**config.mk**
```make
export PLATFORM = sky130hd
export DESIGN_NAME = cdc_pulse_scheduler
export DESIGN_NICKNAME = d
export VERILOG_FILES = /design/src/rtl/cdc_pulse_scheduler.sv
export SDC_FILE = /design/constraint.sdc
export NUM_CORES = 1
export LEC_CHECK = 0
export CAP_MARGIN = 40
export CORE_AREA = 2 2 89 57
export DETAILED_ROUTE_END_ITERATION = 8
export DIE_AREA = 0 0 91 59
export PLACE_DENSITY = 0.66
export SLEW_MARGIN = 0
export SYNTH_ARGS = -nofsm -noshare
export SYNTH_HDL_FRONTEND = slang
export SYNTH_SLANG_ARGS = --single-unit
```
**constraint.sdc**
```tcl
create_clock -name src_clk -period 4.4 [get_ports src_clk]
set_input_delay 0.66 -clock src_clk [delete_from_list [all_inputs] [get_ports src_clk]]
set_output_delay 0.66 -clock src_clk [all_outputs]
set_load 0.005 [all_outputs]
```
**src/rtl/cdc_pulse_scheduler.sv**
```systemverilog
// Source-domain scheduler that shares one toggle pulse synchronizer among NUM_REQ requesters.
// Optional overflow flags are enabled by defining CDC_PULSE_SCHED_OVF_EN.
module cdc_pulse_scheduler #(
  parameter int unsigned NUM_REQ = 4,
  parameter int unsigned CNT_W   = 4,
  parameter int unsigned MIN_GAP = 4,
  localparam int unsigned ID_W   = $clog2(NUM_REQ)
) (
  input  logic               src_clk,
  input  logic               src_rst_n,
  input  logic               enable,
  input  logic               flush,
  input  logic [NUM_REQ-1:0] req_pulse,
  output logic               out_pulse,
  output logic [ID_W-1:0]    out_id,
  output logic               busy,
  output logic               pending_any
`ifdef CDC_PULSE_SCHED_OVF_EN
  ,
  output logic [NUM_REQ-1:0] ovf_sticky,
  output logic               ovf_any
`endif
);

  localparam int unsigned GAP_W = $clog2(MIN_GAP);
  localparam logic [CNT_W-1:0] CntMax = '1;

  typedef enum logic [0:0] {StIdle, StGap} state_e;

  state_e             r_state, w_state_d;
  logic [GAP_W-1:0]   r_gap, w_gap_d;
  logic [CNT_W-1:0]   r_cnt [NUM_REQ];
  logic [ID_W-1:0]    r_rr_ptr, r_out_id, w_winner, w_idx, w_ptr_nxt;
  logic               r_out_pulse, w_pending, w_found, w_grant;
  logic [NUM_REQ-1:0] w_dec;

  // Round-robin search starting at r_rr_ptr; first nonzero counter wins.
  always_comb begin
    w_pending = 1'b0;
    w_found   = 1'b0;
    w_winner  = '0;
    w_idx     = '0;
    for (int unsigned k = 0; k < NUM_REQ; k++) begin
      w_idx = ID_W'((32'(r_rr_ptr) + k) % NUM_REQ);
      if (r_cnt[w_idx] != '0) begin
        w_pending = 1'b1;
        if (!w_found) begin
          w_found  = 1'b1;
          w_winner = w_idx;
        end
      end
    end
    w_grant = (r_state == StIdle) && enable && !flush && w_pending;
    w_dec   = '0;
    if (w_grant) w_dec[w_winner] = 1'b1;
    w_ptr_nxt = (w_winner == ID_W'(NUM_REQ - 1)) ? '0 : w_winner + ID_W'(1);
  end

  // GAP lasts MIN_GAP-1 cycles so back-to-back grants land exactly MIN_GAP apart.
  always_comb begin
    w_state_d = r_state;
    w_gap_d   = r_gap;
    unique case (r_state)
      StIdle: begin
        if (w_grant) begin
          w_state_d = StGap;
          w_gap_d   = GAP_W'(MIN_GAP - 2);
        end
      end
      StGap: begin
        if (r_gap == '0) w_state_d = StIdle;
        else             w_gap_d   = r_gap - GAP_W'(1);
      end
      default: w_state_d = StIdle;
    endcase
  end

  always_ff @(posedge src_clk or negedge src_rst_n) begin
    if (!src_rst_n) begin
      r_state     <= StIdle;
      r_gap       <= '0;
      r_out_pulse <= 1'b0;
      r_out_id    <= '0;
      r_rr_ptr    <= '0;
    end else begin
      r_state     <= w_state_d;
      r_gap       <= w_gap_d;
      r_out_pulse <= w_grant;
      if (w_grant) begin
        r_out_id <= w_winner;
        r_rr_ptr <= w_ptr_nxt;
      end
    end
  end

  // Simultaneous inc and dec leaves a counter unchanged, even when saturated.
  always_ff @(posedge src_clk or negedge src_rst_n) begin
    if (!src_rst_n) begin
      for (int i = 0; i < NUM_REQ; i++) r_cnt[i] <= '0;
    end else begin
      for (int i = 0; i < NUM_REQ; i++) begin
        if (flush) begin
          r_cnt[i] <= '0;
        end else if (req_pulse[i] && !w_dec[i] && (r_cnt[i] != CntMax)) begin
          r_cnt[i] <= r_cnt[i] + CNT_W'(1);
        end else if (!req_pulse[i] && w_dec[i]) begin
          r_cnt[i] <= r_cnt[i] - CNT_W'(1);
        end
      end
    end
  end

`ifdef CDC_PULSE_SCHED_OVF_EN
  logic [NUM_REQ-1:0] r_ovf, w_ovf_set;

  always_comb begin
    w_ovf_set = '0;
    for (int i = 0; i < NUM_REQ; i++) begin
      w_ovf_set[i] = req_pulse[i] && !w_dec[i] && (r_cnt[i] == CntMax);
    end
  end

  always_ff @(posedge src_clk or negedge src_rst_n) begin
    if (!src_rst_n)  r_ovf <= '0;
    else if (flush)  r_ovf <= '0;
    else             r_ovf <= r_ovf | w_ovf_set;
  end

  assign ovf_sticky = r_ovf;
  assign ovf_any    = |r_ovf;
`endif

  assign out_pulse   = r_out_pulse;
  assign out_id      = r_out_id;
  assign pending_any = w_pending;
  assign busy        = w_pending || (r_state == StGap);

endmodule

```
==> results_dict.tcl <==
set metrics [dict create \
    vias 1726 \
    grt_pass1_wl_mm 7.98 \
    worstPathRequired_ns 4.59 \
    drt_wl_total_mm 4.67 \
    cellPowerDensity_nw_per_um2 722 \
    synthFlopType "dfrtp_1" \
    r2r_end "r_cnt[3]" \
    yosysWarningCount 0 \
    hold_viol 0 \
    slew_headroom_pct 60.7 \
    power_leakage_uw 0.00103 \
    synth_area_um2 1960 \
    min_to "r_gap[0]" \
    instances_no_fill 295 \
    place_inst 291 \
    die_h_um 59 \
    synth_cell_types 53 \
    overflow 0 \
    cts_buffer_depth 2 \
    root_buffer "clkbuf_8" \
    setup_violations 0 \
    drtIter0Drc 187 \
    dp_hpwl_mm 3.42 \
    fin_crit_sh_pct 94.4 \
    drv_slew 0 \
    synthToLayoutAreaGrowth_pct 15.2 \
    synth_area_per_cell_um2 9.31 \
    clk_pin_slew_worst_paths_ns 0.09 \
    r2r_slack_ns 0.24 \
    cts_sinks 24 \
    synth-edff-count 0 \
    h-tree-depth 1 \
    yosysTopAreaCell "dfrtp_1" \
    die_w_um 91 \
    vdd_drop_max_uv 273 \
    hold_start "r_gap[0]" \
    cts_inserted_buffers 3 \
    syn_inst 211 \
    tns_ns 0 \
    core_um2 4470 \
    core.rowCount 19 \
    cp-start-kind "flop" \
    fillers 426 \
    post-cts-setup-buffer-count 0 \
    grt_antenna_before_repair 0 \
    criticalPathCategory "reg -> reg" \
    fin_nets 259 \
    antenna_left 0 \
    fmax_mhz 241 \
    antennaDiodeCount 0 \
    finalCriticalPeriod_ns 4.16 \
    cp_max_fo 9 \
    io_pins 13 \
    synth_top_area_share_pct 30.6 \
    clk_latency_ns 0.27 \
    min_path_cells 1 \
    seq_area_frac_synth_pct 30.6 \
    synthTopCellsByArea "dfrtp_1 (31%), ha_1 (8.9%), fa_1 (4.1%), inv_1 (3.6%), nand2_1 (3.6%)" \
    synth.ff_latch_count 24 \
    async_reset_ff_share_pct 100 \
    rsz0062_at_grt "no" \
    gp_congestion 0.850 \
    hp-class "reg -> reg" \
    worstRegToRegCells 13 \
    die-area_um2 5370 \
    max_cap_viol_count 0 \
    cp-end-kind "flop" \
    cts_tree "built" \
    r2r_start "r_cnt[9]" \
    skew_ns 0.00547 \
    drtPass1Iterations 5 \
    drcViolationCount 0 \
    track_usage_pct 18.7 \
    numPortBuffers 12 \
    drive_above_1_share_pct 19.8 \
    grt_pass1_vias 1511 \
    grt_max_degree 25 \
    syn_nets 237 \
    status "finished, final reports clean" \
    wire_per_inst_um 15.8 \
    initial_core_util_pct 44.0 \
    worst_pin_slew_ns 0.588 \
    cp_data_arrival_time_ns 4.34 \
    vias_per_cell 5.85 \
]
## what timing repair did
item | CTS | global route
hold buffers | 0 | 0
endpoints found under the setup margin | 0 | 4
gates resized for setup | 0 | 4
## flip-flops by register name, summed over array words and instances (netlist names)
signal and count:
out_id 2, out_pulse 1, r_cnt 16, r_gap 2, r_rr_ptr 2, r_state 1
## cell families after synthesis
family	synth area share [%]
AOI/OAI and AO/OA	27.9
and+or+nand+nor	16.7
buffers and inverters	8.15
DFF	30.6
adders and majority gates	13.0
xor gates and xnor gates	1.78
muxes	1.91
## area by class of cell
cell class                      count  area, um2  share of cell area, %
Sequential cell                    24        601                   26.5
Inverter                           24       91.3                   4.04
Multi-Input combinational cell    155       1220                   53.9
Clock buffer                        4       55.1                   2.43
Timing Repair Buffer               25        218                   9.62
Tap cell                           63       78.8                   3.48
## cells in the mapped netlist (3+ instances only)
library cell / n
a211oi_1: 6
a21o_1: 7
a21o_2: 4
a21oi_1: 4
a41oi_1: 3
buf_2: 3
dfrtp_1: 24
fa_1: 4
ha_1: 14
inv_1: 19
inv_2: 4
nand2_1: 19
nand3_1: 3
nand4_1: 3
nor2_1: 11
nor2b_1: 3
nor3_1: 3
nor4_1: 6
o211ai_1: 5
o21ai_0: 14
o41ai_1: 6
or4_1: 4
xnor2_1: 4
## metal layers
metal / routed length [um] / GRT usage [%]
met4: 18 / 3.25
met2: 1840 / 24.9
met5: 0 / 0
met1: 2550 / 31.3
met3: 260 / 3.18
## where the power goes
part           switching (uW)  internal (uW)  total (uW)
combinational             583            493        1080
sequential                101            301         402
clock                    77.1           80.1         157
## placed cells by master (no fill, tap or decap), types with 3 or more instances in the layout
master and count:
a211oi_1 5, a211oi_2 3, a21o_1 7, a21o_2 4
a21oi_1 3, a21oi_2 3, a41oi_1 3, buf_4 13
clkbuf_8 4, clkdlybuf4s50_1 12, dfrtp_1 24, fa_1 4
ha_1 14, inv_1 19, inv_2 4, nand2_1 19
nand3_1 3, nand4_1 3, nor2_1 11, nor2b_1 3
nor3_1 3, nor4_1 6, o211ai_1 5, o21ai_0 14
o41ai_1 6, xnor2_1 4
## worst max-delay path, stage by stage, from the launching register on
cell and delay (ns):
dfrtp_1 0.44, or4_1 0.58, buf_4 0.20, or4_2 0.60, nand3_1 0.15, a211oi_2 0.10
or2_2 0.30, ha_1 0.24, a21o_2 0.24, ha_1 0.28, a21o_1 0.19, a21oi_2 0.18
mux2_2 0.35, a211oi_1 0.22
## worst max path at each step
stage / start / endpoint / slack, ns
CTS: r_cnt[4] / r_cnt[3] / 0.08
global route: r_cnt[9] / r_cnt[3] / 0.04
finish: r_cnt[9] / r_cnt[3] / 0.24
global placement: r_cnt[4] / r_cnt[7] / 0.24
detailed placement: r_cnt[4] / r_cnt[3] / 0.13
floorplan: r_cnt[8] / r_cnt[3] / 0.32
## metrics by stage
step	instance area [um2]	setup WS [ns]	hold WS, ns	total power [uW]	util, %
floorplan	1960	0.320	0.364	1130	-
global placement	2190	0.243	0.481	1410	49.0
detailed placement	2190	0.126	0.484	1420	49.0
CTS	2250	0.0844	0.509	1590	50.3
global route	2260	0.0389	0.544	1790	50.6
finish	2260	0.244	0.510	1630	50.6
Note: power is estimated with default switching activity, not from simulation.
